===== src/rtl/booth_mult_seq.sv =====
// Sequential radix-2 Booth multiplier serving MULT/MULTU for the multi-cycle datapath.
// One Booth iteration per clock over WIDTH+1 bits, start/busy/done handshake, product on hi/lo.
module booth_mult_seq #(
    parameter int WIDTH = 32
) (
    input  logic             clock,
    input  logic             reset,
    input  logic             start,
    input  logic             is_signed,
    input  logic [WIDTH-1:0] multiplicand,
    input  logic [WIDTH-1:0] multiplier,
    output logic             busy,
    output logic             done,
    output logic [WIDTH-1:0] hi,
    output logic [WIDTH-1:0] lo
);

    localparam int CW = $clog2(WIDTH + 2);
    localparam logic [CW-1:0] LAST      = CW'(WIDTH);
    localparam logic [CW-1:0] COUNT_ONE = {{(CW-1){1'b0}}, 1'b1};

    typedef enum logic [1:0] {
        IDLE = 2'd0,
        RUN  = 2'd1,
        DONE = 2'd2
    } state_t;

    state_t           state_r;
    logic [WIDTH+1:0] a_r;
    logic [WIDTH+1:0] m_r;
    logic [WIDTH:0]   q_r;
    logic             q1_r;
    logic [CW-1:0]    count_r;

    logic [WIDTH:0]   ext_m_s;
    logic [WIDTH:0]   ext_q_s;
    logic [WIDTH+1:0] sum_s;
    logic [WIDTH+1:0] a_next_s;
    logic [WIDTH:0]   q_next_s;
    logic             q1_next_s;

    // Operand extension and one Booth add/subtract followed by the arithmetic shift.
    always_comb begin
        ext_m_s = is_signed ? {multiplicand[WIDTH-1], multiplicand} : {1'b0, multiplicand};
        ext_q_s = is_signed ? {multiplier[WIDTH-1], multiplier} : {1'b0, multiplier};
        case ({q_r[0], q1_r})
            2'b01:   sum_s = a_r + m_r;
            2'b10:   sum_s = a_r - m_r;
            default: sum_s = a_r;
        endcase
        a_next_s  = {sum_s[WIDTH+1], sum_s[WIDTH+1:1]};
        q_next_s  = {sum_s[0], q_r[WIDTH:1]};
        q1_next_s = q_r[0];
    end

    // Control FSM and datapath registers; DONE also accepts a new start so back-to-back
    // requests are spaced WIDTH+2 cycles apart.
    always_ff @(posedge clock or posedge reset) begin
        if (reset) begin
            state_r <= IDLE;
            a_r     <= '0;
            m_r     <= '0;
            q_r     <= '0;
            q1_r    <= 1'b0;
            count_r <= '0;
            busy    <= 1'b0;
            done    <= 1'b0;
            hi      <= '0;
            lo      <= '0;
        end else begin
            done <= 1'b0;
            case (state_r)
                IDLE, DONE: begin
                    if (start) begin
                        state_r <= RUN;
                        busy    <= 1'b1;
                        a_r     <= '0;
                        m_r     <= {ext_m_s[WIDTH], ext_m_s};
                        q_r     <= ext_q_s;
                        q1_r    <= 1'b0;
                        count_r <= '0;
                    end else begin
                        state_r <= IDLE;
                        busy    <= 1'b0;
                    end
                end
                RUN: begin
                    a_r     <= a_next_s;
                    q_r     <= q_next_s;
                    q1_r    <= q1_next_s;
                    count_r <= count_r + COUNT_ONE;
                    // Low 2*WIDTH bits of the (WIDTH+1)x(WIDTH+1) product after the last shift.
                    if (count_r == LAST) begin
                        state_r <= DONE;
                        done    <= 1'b1;
                        hi      <= {a_next_s[WIDTH-2:0], q_next_s[WIDTH]};
                        lo      <= q_next_s[WIDTH-1:0];
                    end else begin
                        state_r <= RUN;
                    end
                end
                default: begin
                    state_r <= IDLE;
                    busy    <= 1'b0;
                end
            endcase
        end
    end

endmodule


===== config.mk =====
export PLATFORM = sky130hd
export DESIGN_NAME = booth_mult_seq
export DESIGN_NICKNAME = d
export VERILOG_FILES = /design/src/rtl/booth_mult_seq.sv
export SDC_FILE = /design/constraint.sdc
export NUM_CORES = 1
export LEC_CHECK = 0
export ABC_CLOCK_PERIOD_IN_PS = 9120
export CAP_MARGIN = 30
export CORE_MARGIN = 3
export CORE_UTILIZATION = 39
export CTS_CLUSTER_SIZE = 14
export DETAILED_ROUTE_END_ITERATION = 8
export PLACE_DENSITY = 0.64
export SYNTH_ARGS = -nofsm -noshare
export SYNTH_HDL_FRONTEND = slang
export SYNTH_SLANG_ARGS = --single-unit

===== constraint.sdc =====
create_clock -name clock -period 9.12 [get_ports clock]
set_input_delay 0.912 -clock clock [delete_from_list [all_inputs] [get_ports clock]]
set_output_delay 0.912 -clock clock [all_outputs]
set_load 0.005 [all_outputs]

=== Word-level counts from Yosys, hierarchy flattened ===
Index checks and enable logic that the tools add are counted.

* Register bits after elaboration: 175
* Bits of input ports: 68
* Logic and storage cells: 43

* $add $sub $neg: 3
* Eq/ne operators: 6
* Mux-type cells: 18
* Reduce and logical (&&, ||, !) cells: 6

{| class="wikitable"
|+ Operators with widths
! operator !! count
|-
| case mux 34 bit (2 select lines) || 2
|-
| 2-to-1 mux 33 bit || 3
|-
| case mux 33 bit (2 select lines) || 1
|-
| adder 34 bit || 1
|-
| 2-to-1 mux 34 bit || 1
|-
| subtractor 34 bit || 1
|-
| case mux 6 bit (2 select lines) || 1
|-
| adder 6 x 1 -> 6 bit, second input constant || 1
|-
| equality test 6 bit, second input constant || 1
|-
| 2-to-1 mux 6 bit || 1
|-
| AND reduction 2 bit || 3
|-
| 2-to-1 mux 1 bit || 5
|-
| equality test 2 x 1 -> 1 bit, second input constant || 2
|-
| equality test 2 bit, second input constant || 2
|-
| case mux 1 bit (2 select lines) || 2
|-
| case mux 2 bit (2 select lines) || 1
|-
| logical NOT 2 bit || 1
|-
| 2-to-1 mux 2 bit || 1
|-
| != test 2 bit, second input constant || 1
|-
| nonzero test 2 bit || 1
|-
| OR reduction 2 bit || 1
|}

=== Longest topological paths before layout ===
Gate-level depths: netlist of run 1.

* Depth in word-level cells: 4
* Gate-level depth with buffers: 19
* Gate-level depth less buffers: 18

=== Worst setup path before layout of run 1 ===
OpenSTA, ideal clock, no wires.

* Kind: reg2reg
* Start: register m_r[9]
* End: register hi[31]
* Library setup time: 64 ps
* Arrival: 4397 ps
* Slack: 4658 ps
* Cell stages (with the launch flop): 20
* Path buffers: 1
* Period minus slack after synthesis: 4462 ps
* Cells stage by stage: dfrtp_1 or4_1 nor3_2 nand2_1 or4_1 nor4_2 nor2_1 xnor2_1 ha_1 clkbuf_1 a21o_1 a21o_1 a21oi_1 or2_2 nand3b_1 a21oi_1 o31ai_1 or4b_1 nand3_1 mux2_2

* Longest elaborated chain between the ends: 2
* Elaborated cells on any way between the ends: 3

{| class="wikitable"
|+ Ends and longest elaborated chain
! item !! line !! RTL
|-
| start: declaration || 30 || <nowiki>logic [WIDTH+1:0] m_r;</nowiki>
|-
| start signal: assignment || 78 || <nowiki>m_r <= {ext_m_s[WIDTH], ext_m_s};</nowiki>
|-
| subtractor 34 bit / adder 34 bit (equally long branches) || 48, 47 ||
|-
| case mux 34 bit (2 select lines) * || 46 || <nowiki>case ({q_r[0], q1_r})</nowiki>
|-
| end signal: assignment || 96 || <nowiki>hi <= {a_next_s[WIDTH-2:0], q_next_s[WIDTH]};</nowiki>
|-
| end: declaration || 14 || <nowiki>output logic [WIDTH-1:0] hi,</nowiki>
|}

Mark *: on every way between the ends. The rest lies on a longest branch, timed or not.
A chain may end at the register's enable or synchronous reset.

=== Final worst setup path of run 1 ===
Ends and elaborated chain as after synthesis.

==> results of run 1 <==
==> routing by layer <==
| layer | routed length [µm] | track usage (%) | share of wire [%] | up-vias |
|---|---|---|---|---|
| met5 | 0 | 0 | 0 | - |
| met4 | 254 | 4.42 | 1.0 | 0 |
| met3 | 1840 | 5.18 | 7.5 | 24 |
| met2 | 11200 | 30.6 | 45 | 226 |
| met1 | 11300 | 26.5 | 46 | 3787 |
| li1 | - | - | - | 3939 |
==> cells by family (layout without fill, tap and decap cells) <==
logic type | count (synthesis) | in the layout | share of synthesized area (%)
simple gates | 478 | 478 | 21.8
compound gates | 252 | 252 | 16.7
flops | 174 | 174 | 46.2
buf+inv | 81 | 198 | 3.53
xor+xnor | 59 | 59 | 5.48
fa+ha+maj | 38 | 38 | 5.12
mux | 11 | 11 | 1.21
==> sequential cells by signal, summed over array words and instances, names as in the netlist, 2 cells and up <==
register,cells
m_r,33
count_r,6
lo,32
q_r,33
state_r,2
a_r,33
hi,32
==> worst paths after layout <==
path	startpoint	endpoint	slack, ns	cells past startpoint
max	m_r[9]	hi[31]	4.21	18
min	hi[16]	hi[16]	0.48	2
max reg2reg	m_r[9]	hi[31]	4.21	18
min reg2reg	hi[16]	hi[16]	0.48	2
max in group asynchronous	reset	m_r[19]	6.82	4
min in group asynchronous	reset	hi[3]	1.03	2
==> cell usage in the layout, fill, tap and decap left out, types with 9 or more instances in the layout <==
cell type	Yosys	layout
nand2_1	344	343
nor2_1	50	49
dfrtp_1	174	174
xor2_1	9	9
xnor2_1	50	50
a31oi_1	11	11
inv_1	21	20
clkdlybuf4s50_1	0	133
clkbuf_16	0	17
nand3_1	26	26
a21o_1	24	24
a21oi_1	58	58
a22o_1	12	12
nor3_1	10	10
a22oi_1	32	32
ha_1	37	37
o21ai_0	77	77
buf_4	0	10
==> where the power goes <==
group	leakage, nW	internal (mW)	switching, mW	total [mW]
sequential	2.14	1.16	0.332	1.49
combinational	2.96	1.52	1.88	3.41
clock	0.303	0.379	0.381	0.760
==> worst reg2reg max path, cell delays in order (launching register included) <==
cell and delay [ns]:
dfrtp_1 0.44, or4_1 0.61, nor3_2 0.26, nand2_1 0.19, or4_1 0.57, nor4_2 0.40
nor2_1 0.10, xnor2_1 0.14, ha_1 0.38, a21o_1 0.19, a21o_1 0.16, a21oi_1 0.16
or2_2 0.14, nand3b_1 0.10, a21oi_1 0.16, o31ai_1 0.11, or4b_1 0.47, nand3_1 0.11
mux2_2 0.14
==> metrics by stage <==
| stage | hold WS [ns] | util [%] | instances | setup slack [ns] |
|---|---|---|---|---|
| after floorplan | 0.450 | - | 1093 | 3.49 |
| after global placement | 0.459 | 46.6 | 1496 | 4.37 |
| after detailed placement | 0.461 | 46.7 | 1497 | 4.24 |
| after CTS | 0.481 | 49.4 | 1529 | 4.20 |
| after global routing | 0.504 | 49.4 | 1529 | 3.94 |
| final | 0.478 | 49.4 | 1529 | 4.21 |
==> final cells by class <==
class / instances / area (µm²)
Sequential cell: 174 / 4350
Timing Repair Buffer: 144 / 1430
Tap cell: 319 / 399
Fill cell: 2319 / 12000
Clock inverter: 15 / 201
Multi-Input combinational cell: 838 / 4760
Clock buffer: 17 / 425
Inverter: 22 / 87.6
==> impl_metrics.ini, run 1 <==
[sta]
max_freq_ghz = 0.203
period_needed_ns = 4.91
final_hold_viol_count = 0
post-route-period-util_pct = 53.9
finalSetupTns_ns = 0
fin_worst_skew_ns = 0.0171
setup_viol_count_final = 0
tightest_slew_ns = 0.906
relSlewSlack_pct = 39.6
rsz0062_at_grt = false
drv_slew = 0

[synthesis]
ys.flop_type = dfrtp_1
yosys_warnings = 0
synth_area_um2 = 9430
synth-seq-cells = 174
syn_inst = 1093
yosys-top-cells-count = nand2_1, dfrtp_1, o21ai_0, a21oi_1, clkbuf_1
synth_top_area_share_pct = 46.2
synth-edff-count = 0
yosysSeqAreaShare_pct = 46.2
synthDistinctLibCells = 65
synth_area_leaders = dfrtp_1, nand2_1, ha_1
post-synth-top-count-cell = nand2_1
syn-num-nets = 1199
synth.avg_cell_area_um2 = 8.62
async_reset_ff_share_pct = 100
yosys.area.top_type = dfrtp_1

[flow_run]
drv_cap = 0

[global_route]
grt_pass1_vias = 7933
antenna_found_initial = 0
grt_max_degree = 99
grt-ovfl-total = 0
grt_pass1_wl_mm = 40.9
grtUsageTotal_pct = 19.3

[clocking]
cts_sinks = 174
ctsHoldBuffers = 0
htreeDepth = 4
postCtsSetupBuffers = 0
postCtsResizedCells = 0
numCtsBuffers = 17
clockRootBuffer = clkbuf_16
clkLatencyLatePin_ns = 0.45
cts_tree = built
cts.clk_slew.worst_paths_ns = 0.07
cts_buffer_depth = 2

[route]
wl_per_cell_um = 16.1
drcViolationCount = 0
first_iter_violations = 537
vias_per_cell = 5.22
postRouteAntennaNets = 0
vias = 7976
wirelength_mm = 24.6
drt-pass1-iter-count = 4

[layout]
final_area_um2 = 11700
area_delta_synth_final_pct = 23.7
drive_gt1_share_pct = 5.37
nNetsFinal = 1303
diodes = 0

[setup_path]
end_kind = flip-flop
cp_max_fo = 8
crit_type = flip-flop to flip-flop
cp.arrival_ns = 5.29
cp.required_ns = 9.50
path_delay_family = simple AND/OR/NAND/NOR gates
path_cells = or4_1, nor3_2, nand2_1, or4_1, nor4_2, nor2_1, xnor2_1, ha_1, a21o_1, a21o_1, a21oi_1, or2_2, nand3b_1, a21oi_1, o31ai_1, or4b_1, nand3_1, mux2_2
path_buf_inv = 0
critPathLaunchType = flip-flop
max_stage_delay_ns = 0.61
cp_slowest_cell = or4_1

[floorplan]
die_w_um = 161
start_util_pct = 39.9
dieArea_um2 = 26100
rows = 56
die_h_um = 161
coreArea_um2 = 23600
pin_count = 134

[placed_design]
gp_congestion = 0.896
place_area_um2 = 11000
port_buffers = 133
place_hpwl_mm = 16.6

[run_status]
status = finished clean

[power_and_ir_drop]
p_per_area_nw_per_um2 = 486
p_total_mw = 5.66
peakVddDrop_uv = 183
leakage_nw = 5.40

[worst_hold_path]
hold_path_class = flip-flop to flip-flop
Note: power is estimated with default switching activity, not from simulation.
==> run 2: changes to the inputs <==
--- a/config.mk
+++ b/config.mk
@@ -5,7 +5,7 @@
 export SDC_FILE = /design/constraint.sdc
 export NUM_CORES = 1
 export LEC_CHECK = 0
-export ABC_CLOCK_PERIOD_IN_PS = 9120
+export ABC_CLOCK_PERIOD_IN_PS = 4600
 export CAP_MARGIN = 30
 export CORE_MARGIN = 3
 export CORE_UTILIZATION = 39
==> constraint.sdc (replaced) <==
create_clock -name clock -period 4.6 [get_ports clock]
set_input_delay 0.46 -clock clock [delete_from_list [all_inputs] [get_ports clock]]
set_output_delay 0.46 -clock clock [all_outputs]
set_load 0.005 [all_outputs]
==> impl_metrics.ini, run 2 (same netlist as run 1, synthesis figures left out) <==
[layout]
diodes = 0
multi_input_area_um2 = 4800
nNetsFinal = 1320
seqCellArea_um2 = 4360
fill_cells = 2275
layout_common_cells = nand2_1, dfrtp_1, clkdlybuf4s50_1, o21ai_0, a21oi_1
reg_top3 = a_r (33), m_r (33), q_r (33)
utilization_pct = 50.1
drive_gt1_share_pct = 7.42
area_delta_synth_final_pct = 25.5
final_common_cell = nand2_1

[floorplan]
die_h_um = 161
dieArea_um2 = 26100
start_util_pct = 39.9
rows = 56
die_w_um = 161
coreArea_um2 = 23600
pin_count = 134

[clocking]
clockRootBuffer = clkbuf_16
cts_sinks = 174
clkLatencyLatePin_ns = 0.44
ctsHoldBuffers = 0
htreeDepth = 4
numCtsBuffers = 17
cts_buffer_depth = 2
cts.clk_slew.worst_paths_ns = 0.09
cts_tree = built

[placed_design]
gp_congestion = 0.886
port_buffers = 133
place_hpwl_mm = 17.2

[route]
wl_per_cell_um = 16.2
vias_per_cell = 5.19
first_iter_violations = 407
vias = 8031
drt-pass1-iter-count = 4
drcViolationCount = 0
wirelength_mm = 25.1
postRouteAntennaNets = 0

[setup_path]
timing.rr.end = hi[31]
r2r_start = m_r[10]
cp.required_ns = 4.99
max_stage_delay_ns = 0.57
reg2reg_slack_ns = 0.20
critPathLaunchType = flip-flop
cp_slowest_cell = or4_4
path_cells = or4_4, nor3_4, nand2_2, or4_4, nor4_4, nor2_1, xnor2_1, ha_1, a21o_1, a21o_1, a21oi_2, or2_2, nand3b_1, a21oi_1, o31ai_1, or4b_1, nand3_1, mux2_2
end_kind = flip-flop
cp.arrival_ns = 4.79
crit_type = flip-flop to flip-flop
cp_max_fo = 6
r2r_cells = 18

[global_route]
grt_pass1_wl_mm = 41.6
grt-ovfl-total = 0
antenna_found_initial = 1
grtUsageTotal_pct = 19.6
grt_pass1_vias = 8056
grt_max_degree = 82

[power_and_ir_drop]
p_clk_share_pct = 13.4
internal-power_mw = 6.26
pwr-share-seq_pct = 25.8
p_sw_mw = 5.24
p_total_mw = 11.5
p_per_area_nw_per_um2 = 972
swShare_pct = 45.6
peakVddDrop_uv = 399
comb_power_share_pct = 60.8
leakage_nw = 5.48

[sta]
setup_viol_count_final = 0
tightest_slew_ns = 0.987
max_freq_ghz = 0.227
final_hold_viol_count = 0
relSlewSlack_pct = 34.2
period_needed_ns = 4.40
post-route-period-util_pct = 95.7
fin_worst_skew_ns = 0.0159
drv_slew = 0

[flow_run]
drv_cap = 0

[run_status]
status = finished clean

[worst_hold_path]
hold_path_class = input pin to async pin
run 2: cell count changes in the layout (fill, tap and decap cells not counted), sizes merged:
| cell | change |
|---|---|
| buf | +17 |
| clkinv | -3 |
| clkinvlp | +1 |
| inv | +2 |
run 2: how the worst max path moves through the flow:
stage                       start      to  slack, ns  cells after the start
final                     m_r[10]  hi[31]       0.20                     18
after global routing      m_r[10]  hi[31]      -0.02                     18
after CTS                 m_r[10]  hi[31]       0.04                     18
after global placement    m_r[10]  hi[31]       0.14                     18
after detailed placement  m_r[10]  hi[31]       0.08                     18
after floorplan            m_r[9]  hi[31]       0.14                     19
run 2: worst max-delay path: cells and delay by family (launching register included):
kind	cells	cell delay, ns
flip-flops	1	0.44
AO/OA/AOI/OAI	5	0.77
XOR/XNOR	1	0.14
multiplexers	1	0.15
adder cells (fa/ha/maj)	1	0.37
AND/OR/NAND/NOR	10	2.49
run 2: metrics by stage:
stage | area [µm²] | instances | worst slack (ns) | TNS (ns) | hold slack (ns)
3_5_place_dp | 11100 | 1508 | 0.0794 | 0 | 0.461
4_1_cts | 11700 | 1540 | 0.0385 | 0 | 0.290
6_report | 11800 | 1546 | 0.196 | 0 | 0.298
3_3_place_gp | 11100 | 1508 | 0.143 | 0 | 0.459
5_1_grt | 11800 | 1546 | -0.0195 | -0.0279 | 0.313
2_1_floorplan | 9430 | 1093 | 0.138 | 0 | 0.450
run 2: area by class of cell:
cell class,instances,area share [%]
flip-flops and latches,174,36.8
multi-input cells,838,40.6
repair buffers,161,13.1
clock inverters,15,1.77
inverters,22,0.730
well taps,319,3.37
clock buffers,17,3.60
run 2: power groups by stage:
stage	registers, mW	clock network (mW)	logic [mW]
3_5_place_dp	2.96	0	6.82
3_3_place_gp	2.96	0	6.72
6_report	2.97	1.54	6.99
2_1_floorplan	2.83	0	4.91
5_1_grt	3.08	1.66	7.87
4_1_cts	2.96	1.57	6.85
run 2: what timing repair did:
action | 4_1_cts | 5_1_grt
resized for setup | 0 | 12
setup buffers | 0 | 6
endpoints found under the setup margin | 0 | 9
run 2: metal layers:
layer	up-vias	global-route usage, %	wire (µm)
met4	2	5.24	422
met1	3835	26.2	11500
met5	-	0	13
li1	3974	-	-
met3	33	5.62	1670
met2	187	31.5	11500
==> run 3: changes to the inputs <==
--- a/config.mk
+++ b/config.mk
@@ -5,7 +5,6 @@
 export SDC_FILE = /design/constraint.sdc
 export NUM_CORES = 1
 export LEC_CHECK = 0
-export ABC_CLOCK_PERIOD_IN_PS = 4600
 export CAP_MARGIN = 30
 export CORE_MARGIN = 3
 export CORE_UTILIZATION = 39
==> constraint.sdc (replaced) <==
create_clock -name clock -period 4.6 [get_ports clock]
set_input_delay 0.92 -clock clock [delete_from_list [all_inputs] [get_ports clock]]
set_output_delay 0.92 -clock clock [all_outputs]
set_load 0.005 [all_outputs]
==> impl_metrics.ini, run 3 (same netlist as run 1, synthesis figures left out) <==
[layout]
nNetsFinal = 1321
reg_top3 = a_r (33), m_r (33), q_r (33)
diodes = 0
layout_common_cells = nand2_1, dfrtp_1, clkdlybuf4s50_1, o21ai_0, a21oi_1
drive_gt1_share_pct = 7.49
area_delta_synth_final_pct = 25.4
final_common_cell = nand2_1
utilization_pct = 50.1

[sta]
drv_slew = 0
rsz0062_at_grt = false
final_hold_viol_count = 0
period_needed_ns = 4.38
tightest_slew_ns = 0.929
fin_worst_skew_ns = 0.0115
post-route-period-util_pct = 95.3
relSlewSlack_pct = 38.1
setup_ws_ns = 0.216
max_freq_ghz = 0.228
finalSetupTns_ns = 0
setup_viol_count_final = 0

[flow_run]
drv_cap = 0

[placed_design]
dp_slack_ns = 0.0135
gp_congestion = 0.901
port_buffers = 133
place_hpwl_mm = 16.9

[clocking]
cts_buffer_depth = 2
cts.clk_slew.worst_paths_ns = 0.07
clockRootBuffer = clkbuf_16
clkLatencyLatePin_ns = 0.43
ctsHoldBuffers = 0
htreeDepth = 4
cts_tree = built
cts_sinks = 174
numCtsBuffers = 17

[floorplan]
dieArea_um2 = 26100
pin_count = 134
start_util_pct = 39.9
die_w_um = 161
die_h_um = 161
rows = 56
coreArea_um2 = 23600

[route]
wirelength_mm = 24.8
vias = 8096
vias_per_cell = 5.23
wl_per_cell_um = 16.1
postRouteAntennaNets = 0
drt-pass1-iter-count = 5
drcViolationCount = 0
first_iter_violations = 479

[setup_path]
timing.rr.end = hi[31]
cp-startpoint = m_r[10]
cp.arrival_ns = 4.76
cp_max_fo = 6
worstSetupEndpoint = hi[31]
end_kind = flip-flop
r2r_start = m_r[10]
cp_slowest_cell = or4_4
reg2reg_slack_ns = 0.22
critPathLaunchType = flip-flop
max_stage_delay_ns = 0.55
r2r_cells = 18
path_cells = or4_4, nor3_4, nand2_2, or4_4, nor4_4, nor2_1, xnor2_1, ha_1, a21o_1, a21o_1, a21oi_2, or2_2, nand3b_1, a21oi_1, o31ai_1, or4b_1, nand3_2, mux2_2
cp.required_ns = 4.97
crit_type = flip-flop to flip-flop

[global_route]
antenna_found_initial = 1
grt-ovfl-total = 0
grt_pass1_vias = 8202
grt_pass1_wl_mm = 41.7
grtUsageTotal_pct = 19.6
grt_max_degree = 123

[run_status]
status = finished clean

[power_and_ir_drop]
comb_power_share_pct = 60.9
p_per_area_nw_per_um2 = 969
pwr-share-seq_pct = 25.8
p_clk_share_pct = 13.3
internal-power_mw = 6.32
p_sw_mw = 5.14
swShare_pct = 44.9
peakVddDrop_uv = 346
leakage_nw = 5.49

[worst_hold_path]
holdPathStages = 2
hold_path_class = flip-flop to flip-flop
==> run 3: cell types whose count changed in the layout (fill, tap and decap cells not counted), sizes merged <==
cell,before,now
inv,32,28
bufinv,0,2
clkinv,4,6
buf,28,29
==> run 3: final cells by class <==
cell class                      count  area, µm²
Timing Repair Buffer              162       1560
Fill cell                        2281      11800
Clock buffer                       17        425
Sequential cell                   174       4360
Inverter                           22       86.3
Tap cell                          319        399
Clock inverter                     15        195
Multi-Input combinational cell    838       4800
==> run 3: critical path: cells and delay by family (launching register included) <==
kind            cells  cell delay (ns)
compound gates      5             0.77
xor+xnor            1             0.15
fa+ha+maj           1             0.37
flops               1             0.40
mux                 1             0.14
simple gates       10             2.50
==> run 3: worst min-delay path by stage <==
| stage | start | end |
|---|---|---|
| 6_report | hi[19] | hi[19] |
| 5_1_grt | lo[25] | lo[25] |
| 4_1_cts | hi[19] | hi[19] |
| 3_5_place_dp | lo[16] | lo[16] |
| 3_3_place_gp | lo[30] | lo[30] |
| 2_1_floorplan | count_r[5] | count_r[5] |
==> run 3: repair_timing <==
action,CTS,global route
endpoints found under the setup margin,0,8
setup buffers,0,8
gates resized for setup,0,12
endpoints found under the hold margin,0,0
==> run 3: metal layers <==
| metal | routed length, µm | track usage, % |
|---|---|---|
| met5 | 9 | 0 |
| met4 | 391 | 6.26 |
| met3 | 1660 | 4.82 |
| met2 | 11300 | 31.0 |
| met1 | 11500 | 26.6 |
==> run 3: stage by stage <==
step / total power, mW / cells / area (µm²) / hold slack [ns]
floorplan: 7.74 / 1093 / 9430 / 0.450
global route: 12.6 / 1547 / 11800 / 0.504
finish: 11.5 / 1547 / 11800 / 0.475
global placement: 9.68 / 1507 / 11100 / 0.459
CTS: 11.4 / 1539 / 11700 / 0.480
detailed placement: 9.78 / 1507 / 11100 / 0.461
==> run 3: power by group through the flow <==
stage	sequential, mW	combinational, mW	clock, mW
after detailed placement	2.96	6.82	0
after global routing	3.08	7.85	1.63
final	2.96	6.98	1.52
after CTS	2.96	6.85	1.56
after floorplan	2.83	4.91	0
after global placement	2.97	6.71	0
